==> config.mk <==
export PLATFORM = sky130hd
export DESIGN_NAME = mem_access_ctrl
export DESIGN_NICKNAME = d
export VERILOG_FILES = /design/src/rtl/mem_access_ctrl_pkg.sv /design/src/rtl/mem_access_ctrl_wait_counter.sv /design/src/rtl/mem_access_ctrl.sv
export SDC_FILE = /design/constraint.sdc
export NUM_CORES = 1
export LEC_CHECK = 0
export BUFFER_PORTS_ARGS = -buffer_cell sky130_fd_sc_hd__buf_4
export CORE_UTILIZATION = 27
export DETAILED_ROUTE_END_ITERATION = 12
export PLACE_DENSITY = 0.55
export SYNTH_ARGS = -nofsm -noshare
export SYNTH_HDL_FRONTEND = slang
export SYNTH_HIERARCHICAL = 1
export SYNTH_SLANG_ARGS = --single-unit
==> constraint.sdc <==
create_clock -name clk -period 5.5 [get_ports clk]
set_input_delay 0.55 -clock clk [delete_from_list [all_inputs] [get_ports clk]]
set_output_delay 0.55 -clock clk [all_outputs]
set_load 0.005 [all_outputs]
==> src/rtl/mem_access_ctrl_pkg.sv <==
// Shared types for the MAR/MDR memory access sequencer: state encoding,
// op codes, default widths and the state-to-strobe decode.
package mem_access_ctrl_pkg;

  localparam int DEFAULT_ADDR_W = 9;
  localparam int DEFAULT_DATA_W = 32;

  localparam logic OP_LOAD  = 1'b0;
  localparam logic OP_STORE = 1'b1;

  typedef enum logic [2:0] {
    ST_IDLE    = 3'd0,
    ST_MAR     = 3'd1,
    ST_WAIT    = 3'd2,
    ST_LD      = 3'd3,
    ST_DONE_LD = 3'd4,
    ST_SD      = 3'd5,
    ST_WR      = 3'd6,
    ST_DONE_ST = 3'd7
  } state_t;

  typedef struct packed {
    logic mar_en;
    logic mdr_en;
    logic rd_mem;
    logic write;
    logic done;
    logic busy;
  } strobe_t;

  // Strobe pattern that must be visible while the FSM sits in a state.
  // Write never shares a state with MDR load or memory read select.
  function automatic strobe_t decode_strobes(input state_t st);
    strobe_t s;
    s = '0;
    case (st)
      ST_IDLE: s = '0;
      ST_MAR: begin
        s.mar_en = 1'b1;
        s.busy   = 1'b1;
      end
      ST_WAIT: s.busy = 1'b1;
      ST_LD: begin
        s.mdr_en = 1'b1;
        s.rd_mem = 1'b1;
        s.busy   = 1'b1;
      end
      ST_DONE_LD, ST_DONE_ST: begin
        s.done = 1'b1;
        s.busy = 1'b1;
      end
      ST_SD: begin
        s.mdr_en = 1'b1;
        s.busy   = 1'b1;
      end
      ST_WR: begin
        s.write = 1'b1;
        s.busy  = 1'b1;
      end
      default: s = '0;
    endcase
    return s;
  endfunction

endpackage

==> src/rtl/mem_access_ctrl_wait_counter.sv <==
// Two-bit down-counter that times the extra read-wait cycles of a load.
module mem_wait_counter (
  input  logic       clk,
  input  logic       clear,
  input  logic       load,
  input  logic [1:0] load_val,
  input  logic       dec,
  output logic       zero
);

  logic [1:0] cnt_q;
  logic [1:0] cnt_d;

  always_comb begin
    cnt_d = cnt_q;
    if (load) begin
      cnt_d = load_val;
    end else if (dec && (cnt_q != 2'd0)) begin
      cnt_d = cnt_q - 2'd1;
    end
  end

  always_ff @(posedge clk or posedge clear) begin
    if (clear) begin
      cnt_q <= 2'd0;
    end else begin
      cnt_q <= cnt_d;
    end
  end

  assign zero = (cnt_q == 2'd0);

endmodule

==> src/rtl/mem_access_ctrl.sv <==
// Initiator-side sequencer driving bus value and MAR/MDR/memory strobes for
// one load or store per request; every output comes straight from a flop.
module mem_access_ctrl
  import mem_access_ctrl_pkg::*;
#(
  parameter int ADDR_W    = DEFAULT_ADDR_W,
  parameter int DATA_W    = DEFAULT_DATA_W,
  parameter int READ_WAIT = 0
) (
  input  logic              clk,
  input  logic              clear,
  input  logic              req,
  input  logic              op_store,
  input  logic [ADDR_W-1:0] addr,
  input  logic [DATA_W-1:0] wdata,
  input  logic [DATA_W-1:0] MDR_q,
  output logic [DATA_W-1:0] bus_out,
  output logic              MAR_enable,
  output logic              MDR_enable,
  output logic              Read_from_mem,
  output logic              Write,
  output logic              busy,
  output logic              done,
  output logic [DATA_W-1:0] rdata,
  output state_t            state_dbg
);

  localparam logic [1:0] WAIT_LOAD = (READ_WAIT > 0) ? 2'(READ_WAIT - 1) : 2'd0;

  state_t            state_q, state_d;
  logic [ADDR_W-1:0] addr_q, addr_d;
  logic [DATA_W-1:0] wdata_q, wdata_d;
  logic              store_q, store_d;
  logic [DATA_W-1:0] bus_q, bus_d;
  logic [DATA_W-1:0] rdata_q, rdata_d;
  strobe_t           strb_q, strb_d;

  logic cnt_load;
  logic cnt_dec;
  logic cnt_zero;

  mem_wait_counter u_wait_cnt (
    .clk      (clk),
    .clear    (clear),
    .load     (cnt_load),
    .load_val (WAIT_LOAD),
    .dec      (cnt_dec),
    .zero     (cnt_zero)
  );

  // Handshake: req/op_store/addr/wdata are sampled only on an edge where the
  // FSM is in IDLE; busy is high from that edge until DONE is left, and any
  // req seen while busy is dropped, never queued.
  always_comb begin
    state_d  = state_q;
    addr_d   = addr_q;
    wdata_d  = wdata_q;
    store_d  = store_q;
    rdata_d  = rdata_q;
    cnt_load = 1'b0;
    cnt_dec  = 1'b0;

    case (state_q)
      ST_IDLE: begin
        if (req) begin
          addr_d  = addr;
          wdata_d = wdata;
          store_d = op_store;
          state_d = ST_MAR;
        end
      end
      ST_MAR: begin
        if (store_q == OP_STORE) begin
          state_d = ST_SD;
        end else if (READ_WAIT > 0) begin
          state_d  = ST_WAIT;
          cnt_load = 1'b1;
        end else begin
          state_d = ST_LD;
        end
      end
      ST_WAIT: begin
        if (cnt_zero) begin
          state_d = ST_LD;
        end else begin
          cnt_dec = 1'b1;
        end
      end
      ST_LD:      state_d = ST_DONE_LD;
      ST_DONE_LD: begin
        rdata_d = MDR_q;
        state_d = ST_IDLE;
      end
      ST_SD:      state_d = ST_WR;
      ST_WR:      state_d = ST_DONE_ST;
      ST_DONE_ST: state_d = ST_IDLE;
      default:    state_d = ST_IDLE;
    endcase

    // Outputs are computed for the state being entered so they sit in flops.
    strb_d = decode_strobes(state_d);
    case (state_d)
      ST_MAR, ST_WAIT, ST_LD: bus_d = DATA_W'(addr_d);
      ST_SD, ST_WR:           bus_d = wdata_d;
      default:                bus_d = '0;
    endcase
  end

  always_ff @(posedge clk or posedge clear) begin
    if (clear) begin
      state_q <= ST_IDLE;
      addr_q  <= '0;
      wdata_q <= '0;
      store_q <= OP_LOAD;
      bus_q   <= '0;
      rdata_q <= '0;
      strb_q  <= '0;
    end else begin
      state_q <= state_d;
      addr_q  <= addr_d;
      wdata_q <= wdata_d;
      store_q <= store_d;
      bus_q   <= bus_d;
      rdata_q <= rdata_d;
      strb_q  <= strb_d;
    end
  end

  assign bus_out       = bus_q;
  assign MAR_enable    = strb_q.mar_en;
  assign MDR_enable    = strb_q.mdr_en;
  assign Read_from_mem = strb_q.rd_mem;
  assign Write         = strb_q.write;
  assign busy          = strb_q.busy;
  assign done          = strb_q.done;
  assign rdata         = rdata_q;
  assign state_dbg     = state_q;

endmodule

; After elaboration in Yosys (flattened, before gate mapping)
; Index checks and enable logic that the tools add are counted.
[classes]
n_addsub = 1
mux = 17
n_reduce_logical = 12
n_eq_ne = 14
[ops]
columns = op, count
row1 = $mux 32, 2
row2 = $pmux 32 s2, 1
row3 = $eq 3x3->1 const B, 8
row4 = $pmux 3 s7, 1
row5 = $mux 9, 2
row6 = $eq 3x2->1 const B, 4
row7 = $mux 3, 3
row8 = $reduce_or 2->1, 4
row9 = $mux 1, 7
row10 = $reduce_or 7->1, 1
row11 = $eq 3x1->1 const B, 2
row12 = $logic_not 3->1, 2
row13 = $reduce_or 3->1, 1
row14 = $logic_not 2->1, 1
row15 = $pmux 1 s2, 1
row16 = $reduce_and 2->1, 1
row17 = $reduce_bool 2->1, 1
row18 = $sub 2x1->2 const B, 1
row19 = $logic_and 1x1->1, 1
[totals]
elab_cells = 57
output_inout_bits = 73
ff_bits = 117

; Logic depth before layout (Yosys ltp)
; Gate-level depths: netlist of run 1.
[depth]
depth_word = 6
ltp_mapped = 5
mapped_depth_nobuf = 5

; Cells and area by module
; Netlist of run 1, hierarchy kept.
[by_module_without_submodules]
columns = mod, area_each_um2, cells_each, n_inst, seq_area_each_um2
row1 = mem_access_ctrl, 4272.8, 264, 1, 2877.8
row2 = mem_wait_counter, 135.1, 13, 1, 50.0

; Worst setup path after synthesis of run 1
; OpenSTA, ideal clock, no wires.
[synth_timing]
kind = input -> register
start = in req
end = reg bus_q[0], in the netlist bus_out[0]
t_arrival_ns = 1.715
setup_slack_ns = 3.664
n_path_buf = 1
cell_stages = 4
cell_sequence = nor4b_4 -> buf_6 -> mux2_2 -> a32o_1
[synth_between]
word_cells_on_any_way = 14
cone_classes = eq/ne (5) / mux (7) / reduce/logical (2)
[synth_lines]
columns = element, line
row1 = start: declaration, mem_access_ctrl.sv:12  ; input logic req,
row2 = $mux 9, mem_access_ctrl.sv:65  ; if (req) begin
row3 = $mux 9, mem_access_ctrl.sv:63  ; case (state_q)
row4 = net addr_d[0], mem_access_ctrl.sv:31  ; logic [ADDR_W-1:0] addr_q, addr_d;
row5 = $pmux 32 s2, mem_access_ctrl.sv:102  ; case (state_d)
row6 = net bus_d[0], mem_access_ctrl.sv:34  ; logic [DATA_W-1:0] bus_q, bus_d;
row7 = end signal: assignment, mem_access_ctrl.sv:123  ; bus_q <= bus_d;
row8 = end: declaration, mem_access_ctrl.sv:34
; The timed path passes the listed nets, and every way through them passes these cells.
; A chain may end at the register's enable or synchronous reset.

; Worst setup path after layout of run 1
[layout_timing]
start = reg state_q[0], in the netlist state_dbg[0]
end = reg bus_q[31], in the netlist bus_out[31]
[layout_between]
elab_chain_len = 6
word_cells_on_any_way = 21
cone_classes = eq/ne (12) / mux (5) / reduce/logical (4)
[layout_rtl]
columns = element, line
row1 = start: declaration, mem_access_ctrl.sv:30  ; state_t state_q, state_d;
row2 = start signal: assignment, mem_access_ctrl.sv:119  ; state_q <= state_d;
row3 = $eq 3x3->1, mem_access_ctrl.sv:63
row4 = $reduce_or 2->1 (no source line), n/a
row5 = $pmux 3 s7, mem_access_ctrl.sv:63
row6 = $eq 3x1->1 (tied with other cells), mem_access_ctrl.sv:102
row7 = $reduce_or 3->1 or $reduce_or 2->1 (tied branches), mem_access_ctrl.sv:102
row8 = $pmux 32 s2 (*), mem_access_ctrl.sv:102
row9 = net bus_d[31], mem_access_ctrl.sv:34
; Mark *: on every way through the listed nets, which the timed path passes. The rest lies on a longest branch.

==> results.sh, run 1 <==
export IMPL_status="finished clean"
export IMPL_powerDensity_nw_per_um2=589
export IMPL_dieArea_um2=16800
export IMPL_ys_ff_latch=117
export IMPL_hold_viol_final=0
export IMPL_hpwl_mm=6.50
export IMPL_yosys_area_top_type="dfrtp_1"
export IMPL_ctsHoldBuffers=1
export IMPL_area_growth_pct=44.8
export IMPL_placed_area_um2=5780
export IMPL_ys_flop_type="dfrtp_1"
export IMPL_cts_resized_gates=0
export IMPL_vias=2811
export IMPL_drc_errors=0
export IMPL_synth_area_leaders="dfrtp_1 66%, mux2_2 17%, nor2b_1 3.5%, a32o_1 2.0%, mux2_4 2.0%"
export IMPL_path_cells="nor2b_1 > buf_4 > nand2_1 > nor2b_1"
export IMPL_final_util_pct=40.2
export IMPL_wirelength_mm=9.63
export IMPL_synth_top_area_share_pct=66.4
export IMPL_finalSetupViolCount=0
export IMPL_drv_slew=0
export IMPL_setup_tns_ns=0
export IMPL_cts_tree="built"
export IMPL_cts_max_level=4
export IMPL_yosys_area_share_simple_pct=7.04
export IMPL_syn_avg_cell_area_um2=15.9
export IMPL_drt_pass1_iter_count=4
export IMPL_synth_cell_types=34
export IMPL_coreArea_um2=15900
export IMPL_rsz0062_at_grt="no"
export IMPL_multi_input_area_um2=1400
export IMPL_clock_skew_ns=0.00733
export IMPL_grt_pass1_vias=2874
export IMPL_ir_drop_uv=232
export IMPL_slew_headroom_pct=36.6
export IMPL_final_cell_area_um2=6380
export IMPL_synth_cells=277
export IMPL_dp_cells=640
export IMPL_dieWidth_um=130
export IMPL_die_h_um=130
export IMPL_regArea_um2=2930
export IMPL_grt_pass1_wl_mm=14.8
export IMPL_required_ns=5.82
export IMPL_synth_compound_area_share_pct=3.83
export IMPL_hold_path_class="in -> reg"
export IMPL_fin_crit_sh_pct=36.8
export IMPL_fin_hold_ws_ns=0.373
export IMPL_synthMuxAreaShare_pct=19.6
export IMPL_worstSetupEndpointType="flip-flop"
export IMPL_cts_root_buf="clkbuf_16"
export IMPL_p_leak_nw=3.02
export IMPL_drive_gt1_share_pct=57.8
export IMPL_via_per_inst=4.18
export IMPL_synth_edff_count=0
export IMPL_cpPeakStageDelay_ns=0.68
export IMPL_worst_slew_pin_slew_ns=0.950
export IMPL_cts_path_max_buffers=2
export IMPL_numCtsBuffers=17
export IMPL_cts_clk_slew_worst_paths_ns=0.05
export IMPL_fillerInstances=1530
export IMPL_timing_critical_path_mode_cell="nor2b_1"
export IMPL_nNetsFinal=522
export IMPL_clk_latency_ns=0.41
export IMPL_synth_top_family_by_area="multiplexers"
export IMPL_drt_iter0_drc=77
export IMPL_post_route_min_period_ns=2.03
export IMPL_grt_max_degree=79
export IMPL_syn_area_um2=4410
export IMPL_pin_count=150
export IMPL_diodes=0
export IMPL_grtUsageTotal_pct=12.0
export IMPL_num_rows=46
export IMPL_grt_antenna_before_repair=0
export IMPL_synth_adder_area_share_pct=0.284
export IMPL_wl_per_cell_um=14.3
export IMPL_portBuffers=149
export IMPL_drtAntennaViolNets=0
export IMPL_start_util_pct=27.7
export IMPL_startpoint_type="flip-flop"
export IMPL_fmax_mhz=494
export IMPL_path_max_fanout=23
export IMPL_cts_sinks=117
export IMPL_post_cts_buffers=0
export IMPL_critPathKind="reg -> reg"
export IMPL_ys_warn_count=6
export IMPL_finalNonFillerCells=673
export IMPL_async_reset_ff_share_pct=100
export IMPL_ys_seq_area_share_pct=66.4
export IMPL_cpMaxStageDelayCell="dfrtp_1"
export IMPL_place_gp_congestion=0.718
export IMPL_grt_overflow_total=0
export IMPL_worstPathArrival_ns=2.35
export IMPL_synth_xor_area_share_pct=0.199
export IMPL_cap_violations=0
-- report_power, final --
group	leakage (nW)	internal (mW)	switching, mW
Combinational	1.28	0.751	0.468
Sequential	1.45	1.25	0.183
Clock	0.291	0.733	0.373
-- cell type report --
type / instances / area share, %
clock buffers: 23 / 7.33
repair buffers: 155 / 18.3
inverters: 5 / 0.333
multi-input cells: 148 / 22.0
flip-flops and latches: 117 / 45.9
well taps: 216 / 4.23
clock inverters: 9 / 1.98
-- cell usage in the layout (no fill, tap or decap), drive strengths merged, types with 3 or more instances in the layout --
cell type / instances
dfrtp: 117
nor4b: 4
a32o: 9
nor2b: 25
inv: 5
clkinv: 5
o21bai: 3
conb: 8
clkbuf: 23
mux2: 74
bufinv: 3
buf: 154
-- final timing paths --
path	slack, ns	startpoint	cells past startpoint	to
hold reg to reg	0.49	wdata_q[25]	1	wdata_q[25]
min in group asynchronous	0.57	clear	3	u_wait_cnt/cnt_q[0]
max in group asynchronous	3.55	clear	4	wdata_q[26]
setup reg to reg	3.47	state_dbg[0]	4	bus_out[31]
setup / recovery	3.47	state_dbg[0]	4	bus_out[31]
hold / removal	0.37	MDR_q[15]	2	rdata[15]
-- cells in the mapped netlist (all sizes together), types with 2 or more instances --
master    n
a21oi     2
a221o     2
a32o      9
and2      2
and2b     2
buf      11
clkbuf    3
dfrtp   117
inv       5
mux2     74
nand2b    2
nor2b    25
nor4b     4
o21bai    3
or2       2
or3b      2
-- state kept, by name, indices dropped and copies added, names as in the netlist, 2 cells and up --
register,cells
wdata_q,32
state_dbg,3
bus_out,32
u_wait_cnt/cnt_q,2
rdata,32
addr_q,9
-- routing by layer --
metal  wire length [um]  GRT usage (%)  up-vias
li1                   -              -     1293
met1               4160           14.5     1397
met2               4640           18.7      106
met3                675           4.92       15
met4                165           5.75        0
met5                  0              0        -
-- cells by family after synthesis --
family / after synthesis
flip-flops: 117
AO/OA/AOI/OAI: 19
multiplexers: 75
AND/OR/NAND/NOR: 44
adder cells (fa/ha/maj): 1
XOR/XNOR: 1
buffers and inverters: 19
other: 1
-- stage by stage --
| step | setup WS [ns] | power, mW |
|---|---|---|
| CTS | 3.40 | 3.83 |
| global route | 3.21 | 4.01 |
| global placement | 3.52 | 2.65 |
| detailed placement | 3.42 | 2.69 |
| finish | 3.47 | 3.76 |
| floorplan | 1.91 | 2.14 |
-- critical path: cells and delay by family (launching register included) --
kind	cells	cell delay [ns]
simple gates	3	1.03
buf+inv	1	0.22
flops	1	0.68
No activity file was read; power rests on OpenSTA's default activity.
==> run 2: changes to the inputs <==
Settings changed: ABC_AREA set to 1, PLACE_DENSITY 0.55 to 0.57.
Clock period 5.5 ns to 1.8 ns, I/O delays scaled along.
==> run 2 against run 1 <==
  * Clock power rose to 2.9 times the previous value
  * Hold slack worse by 0.36 ns
  * Via count grew 21%
  * Combinational power grew to 3.4 times the previous value
  * Critical path type unchanged
  * Largest cell class unchanged
  * Highest routed layer unchanged
==> results.sh, run 2 <==
export IMPL_post_route_min_period_ns=1.65
export IMPL_start_util_pct=27.7
export IMPL_final_cell_mix="152 x buf_4, 117 x dfrtp_1, 98 x nand2_1"
export IMPL_finalSetupViolCount=0
export IMPL_ys_flop_type="dfrtp_1"
export IMPL_ys_seq_area_share_pct=66.6
export IMPL_place_gp_congestion=0.774
export IMPL_drc_errors=0
export IMPL_cpPeakStageDelay_ns=0.46
export IMPL_required_ns=2.13
export IMPL_reg2reg_to="bus_out[19]"
export IMPL_seqPwrFrac_pct=36.8
export IMPL_dieArea_um2=16800
export IMPL_whs_path_depth=3
export IMPL_drive_gt1_share_pct=37.0
export IMPL_cts_tree="built"
export IMPL_path_cells="inv_1 > nand2_1 > a21oi_4 > clkinvlp_4 > nor2_1"
export IMPL_startpoint_type="flip-flop"
export IMPL_grt_pass1_vias=3497
export IMPL_synth_cells=400
export IMPL_grt_antenna_before_repair=0
export IMPL_cts_path_max_buffers=2
export IMPL_drv_slew=0
export IMPL_drt_iter0_drc=173
export IMPL_portBuffers=149
export IMPL_fin_hold_ws_ns=0.0161
export IMPL_clock_skew_ns=0.0128
export IMPL_area_growth_pct=56.1
export IMPL_setup_ws_ns=0.152
export IMPL_yosysMostFrequentCell="dfrtp_1"
export IMPL_nNetsFinal=690
export IMPL_dieWidth_um=130
export IMPL_grt_overflow_total=0
export IMPL_wirelength_mm=11.2
export IMPL_critPathTopFamily="buffers and inverters"
export IMPL_switchingPower_mw=3.62
export IMPL_setup_tns_ns=0
export IMPL_yosys_area_top_type="dfrtp_1"
export IMPL_finalNonFillerCells=841
export IMPL_syn_area_um2=4400
export IMPL_post_cts_buffers=0
export IMPL_drt_pass1_iter_count=4
export IMPL_rr_startpoint="state_dbg[1]"
export IMPL_worstSetupEndpointType="flip-flop"
export IMPL_coreArea_um2=15900
export IMPL_drtAntennaViolNets=0
export IMPL_hold_viol_final=0
export IMPL_syn_avg_cell_area_um2=11.0
export IMPL_ff2ff_path_depth=5
export IMPL_cpMaxStageDelayCell="dfrtp_1"
export IMPL_hold_start="addr[0]"
export IMPL_cts_clk_slew_worst_paths_ns=0.06
export IMPL_pin_count=150
export IMPL_numCtsBuffers=17
export IMPL_p_leak_nw=3.46
export IMPL_wl_per_cell_um=13.3
export IMPL_critPathKind="reg -> reg"
export IMPL_cts_max_level=4
export IMPL_num_rows=46
export IMPL_cts_sinks=117
export IMPL_fin_crit_sh_pct=91.5
export IMPL_cap_violations=0
export IMPL_rrSetupSlack_ns=0.15
export IMPL_powerDensity_nw_per_um2=1690
export IMPL_hold_end="addr_q[0]"
export IMPL_hpwl_mm=7.44
export IMPL_grtUsageTotal_pct=13.9
export IMPL_fmax_mhz=607
export IMPL_grt_max_degree=49
export IMPL_die_h_um=130
export IMPL_p_sw_share_pct=31.2
export IMPL_diodes=0
export IMPL_worstPathArrival_ns=1.97
export IMPL_status="finished clean"
export IMPL_synth_edff_count=0
export IMPL_layout_commonest_cell="buf_4"
export IMPL_final_util_pct=43.2
export IMPL_clk_latency_ns=0.41
export IMPL_rsz0062_at_grt="no"
export IMPL_combPwrFrac_pct=35.6
export IMPL_ys_warn_count=6
export IMPL_worstPathBufferInverterCount=2
export IMPL_ir_drop_uv=706
export IMPL_async_reset_ff_share_pct=100
export IMPL_dpl_worst_slack_ns=0.134
export IMPL_dp_cells=766
export IMPL_synth_cell_types=24
export IMPL_vias=3403
export IMPL_synth_top_area_share_pct=66.6
export IMPL_via_per_inst=4.05
export IMPL_ys_ff_latch=117
export IMPL_clockPowerShare_pct=27.5
export IMPL_p_int_mw=7.96
export IMPL_synthTopCellsByCount="117 x dfrtp_1, 98 x nand2_1, 36 x inv_1, 32 x mux2_2, 30 x nor2_1"
export IMPL_synth_area_leaders="dfrtp_1 67%, nand2_1 8.4%, mux2_2 8.2%, inv_1 3.1%, o21ai_0 2.6%"
export IMPL_cts_root_buf="clkbuf_16"
export IMPL_grt_pass1_wl_mm=17.4
export IMPL_path_max_fanout=23
export IMPL_hold_path_class="in -> reg"
-- run 2: cell count changes in the layout (fill, tap and decap cells not counted), moves of 23 or more --
cell / before / now
nor2b_1: 25 / 0
o21ai_0: 0 / 23
dlygate4sd3_1: 1 / 43
mux2_2: 68 / 32
inv_1: 4 / 34
nand2_1: 1 / 98
nor2_1: 1 / 29
-- run 2: cell type report --
class                   count  area (um^2)
clock inverters            10          106
flip-flops and latches    117         2930
clock buffers              22          454
fillers                  1493         9020
well taps                 216          270
repair buffers            200         1660
multi-input cells         237         1280
inverters                  39          158
-- run 2: layer usage --
| metal | vias to the layer above | global-route usage, % | routed length (um) |
|---|---|---|---|
| met5 | - | 0 | 0 |
| met4 | 0 | 5.13 | 118 |
| met3 | 7 | 4.95 | 732 |
| met2 | 106 | 22.6 | 5420 |
| met1 | 1620 | 16.9 | 4920 |
| li1 | 1670 | - | - |
-- run 2: kinds of logic after synthesis --
group	after synthesis	synth area share, %
buf+inv	52	4.87
mux	32	8.20
fa+ha+maj	1	0.285
flops	117	66.6
other cells	1	0.0853
compound gates	29	3.56
simple gates	168	16.4
-- run 2: timing repair --
| item | CTS | global route |
|---|---|---|
| hold buffers | 42 | 1 |
| setup endpoints to repair | 0 | 19 |
| endpoints found under the hold margin | 57 | 1 |
| gates resized for setup | 0 | 4 |
-- run 2: power by group through the flow --
stage          registers [mW]  clock network [mW]  logic, mW
6_report                 4.27                3.18       4.13
5_1_grt                  4.39                3.41       4.61
4_1_cts                  4.27                3.27       4.14
3_5_place_dp             4.31                   0       4.05
3_3_place_gp             4.27                   0       3.98
2_1_floorplan            4.31                   0       2.11
-- run 2: worst min-delay path: stages --
cell and delay, ns:
buf_4 0.08, nand2_1 0.04, nand2_1 0.08
-- run 2: through the flow --
stage | instance area [um^2] | total power [mW]
after CTS | 6840 | 11.7
final | 6860 | 11.6
after global routing | 6860 | 12.4
after detailed placement | 5860 | 8.37
after floorplan | 4420 | 6.42
after global placement | 5860 | 8.25
-- run 2: worst max path at each step --
stage | slack [ns] | depth (start not counted) | endpoint | start
2_1_floorplan | 0.22 | 1 | MAR_enable | clear
3_3_place_gp | 0.18 | 8 | bus_out[4] | u_wait_cnt/cnt_q[0]
3_5_place_dp | 0.13 | 8 | bus_out[3] | state_dbg[0]
4_1_cts | 0.11 | 5 | bus_out[11] | state_dbg[1]
5_1_grt | 0.01 | 5 | bus_out[25] | state_dbg[1]
6_report | 0.15 | 5 | bus_out[19] | state_dbg[1]
==> run 3: changes to the inputs <==
Settings changed: CORE_UTILIZATION 27 to 45, PLACE_DENSITY 0.57 to 0.83.
==> run 3 against run 2 <==
  * Highest routed layer unchanged
  * Clock-buffer cell count decreased by 2
  * First-iteration DRC count down 22%
  * Largest power group unchanged
  * Core utilization grew 32 points
==> results.sh, run 3 (synthesized netlist as in run 2, its figures left out) <==
export IMPL_fmax_mhz=600
export IMPL_num_rows=35
export IMPL_hold_path_class="in -> async"
export IMPL_hold_viol_final=0
export IMPL_numCtsBuffers=17
export IMPL_path_cells="inv_1 > nand2_1 > a21oi_4 > clkinvlp_4 > nor2_1"
export IMPL_multi_input_area_um2=1280
export IMPL_drt_iter0_drc=135
export IMPL_grtUsageTotal_pct=24.8
export IMPL_p_leak_nw=3.59
export IMPL_worstPathArrival_ns=2.07
export IMPL_clock_skew_ns=0.00796
export IMPL_post_route_min_period_ns=1.67
export IMPL_rsz0062_at_grt="no"
export IMPL_slew_headroom_pct=54.4
export IMPL_startpoint_type="flip-flop"
export IMPL_dr_wl_met3_um=768
export IMPL_die_h_um=101
export IMPL_status="finished clean"
export IMPL_drt_pass1_iter_count=5
export IMPL_regArea_um2=2930
export IMPL_grt_antenna_before_repair=0
export IMPL_cts_path_max_buffers=2
export IMPL_worst_slew_pin_slew_ns=0.684
export IMPL_hpwl_mm=6.84
export IMPL_vias=3654
export IMPL_fin_crit_sh_pct=92.6
export IMPL_cts_sinks=117
export IMPL_clk_latency_ns=0.49
export IMPL_wl_per_cell_um=15.2
export IMPL_drtAntennaViolNets=0
export IMPL_wl_met2_mm=6.32
export IMPL_cts_clk_slew_worst_paths_ns=0.06
export IMPL_wirelength_mm=11.9
export IMPL_diodes=0
export IMPL_drc_errors=0
export IMPL_pin_count=150
export IMPL_place_gp_congestion=0.823
export IMPL_layout_commonest_cell="buf_4"
export IMPL_worstPathBufferInverterCount=2
export IMPL_fillerInstances=617
export IMPL_dieArea_um2=10200
export IMPL_dieWidth_um=101
export IMPL_powerDensity_nw_per_um2=1670
export IMPL_setup_tns_ns=0
export IMPL_start_util_pct=46.9
export IMPL_portBuffers=149
export IMPL_critPathKind="reg -> reg"
export IMPL_cpPeakStageDelay_ns=0.46
export IMPL_cts_max_level=4
export IMPL_cap_violations=0
export IMPL_path_max_fanout=23
export IMPL_grt_pass1_vias=3876
export IMPL_worstSetupEndpointType="flip-flop"
export IMPL_highest_layer="met4"
export IMPL_met1_length_mm=4.60
export IMPL_cts_root_buf="clkbuf_8"
export IMPL_final_cell_mix="155 x buf_4, 117 x dfrtp_1, 98 x nand2_1"
export IMPL_grt_max_degree=62
export IMPL_rrSetupSlack_ns=0.13
export IMPL_nNetsFinal=722
export IMPL_area_growth_pct=60.8
export IMPL_coreArea_um2=9370
export IMPL_required_ns=2.20
export IMPL_drv_slew=0
export IMPL_drive_gt1_share_pct=35.2
export IMPL_grt_overflow_total=0
export IMPL_cpMaxStageDelayCell="dfrtp_1"
export IMPL_power_mw=11.8
export IMPL_finalSetupViolCount=0
export IMPL_critPathTopFamily="buffers and inverters"
export IMPL_ir_drop_uv=998
export IMPL_cts_tree="built"
export IMPL_via_per_inst=4.65
export IMPL_grt_pass1_wl_mm=18.7
[run 3: cell types whose count changed in the layout (fill, tap and decap cells not counted), moves of 2 or more]
cell | before | now
buf_12 | 4 | 2
buf_4 | 152 | 155
clkbuf_1 | 4 | 2
clkinv_2 | 6 | 3
clkinvlp_4 | 4 | 6
dlygate4sd3_1 | 43 | 75
[run 3: report_power, final]
| group | internal, mW | leakage (nW) | switching (mW) |
|---|---|---|---|
| registers | 3.83 | 1.43 | 0.519 |
| clock network | 2.15 | 0.281 | 1.17 |
| logic | 2.11 | 1.88 | 2.06 |
[run 3: through the flow]
step	cells	util [%]	hold WS, ns	cell area [um^2]	setup slack (ns)
after floorplan	406	-	-0.0788	4420	0.221
after CTS	786	75.3	0.106	7060	0.152
after detailed placement	679	61.0	0.0786	5720	0.191
final	786	75.4	0.129	7070	0.132
after global placement	679	61.0	0.0713	5720	0.291
after global routing	786	75.4	0.120	7070	0.000607
[run 3: final timing paths]
check                                   from                   to  cells after the start
worst min register to register    wdata_q[2]           wdata_q[2]                      2
worst max-delay path            state_dbg[1]          bus_out[13]                      5
min in group clk                         req         state_dbg[0]                      5
max in group asynchronous              clear           wdata_q[9]                      4
worst max register to register  state_dbg[1]          bus_out[13]                      5
worst min-delay path                   clear  u_wait_cnt/cnt_q[0]                      3
[run 3: per-layer routing]
metal  global-route usage, %  vias up
met3                    7.70       20
met4                    8.14        0
met2                    45.3      149
li1                        -     1738
met5                       0        -
met1                    27.3     1747
[run 3: repair_timing]
action	CTS	global route
gates resized for setup	0	2
setup endpoints to repair	0	2
hold endpoints to repair	210	0
setup buffers	0	0
hold buffers	75	0
[run 3: worst register-to-register path, cell delays in order, from the launching register on]
cell        delay [ns]
dfrtp_1           0.46
inv_1             0.13
nand2_1           0.13
a21oi_4           0.18
clkinvlp_4        0.39
nor2_1            0.29
[run 3: final cells by class]
type                       count  area share [%]
timing repair buffer         232            27.7
clock inverter                12            2.18
tap                          129            2.28
multi-input combinational    237            18.1
clock buffer                  20            6.16
sequential                   117            41.4
inverter                      39            2.23
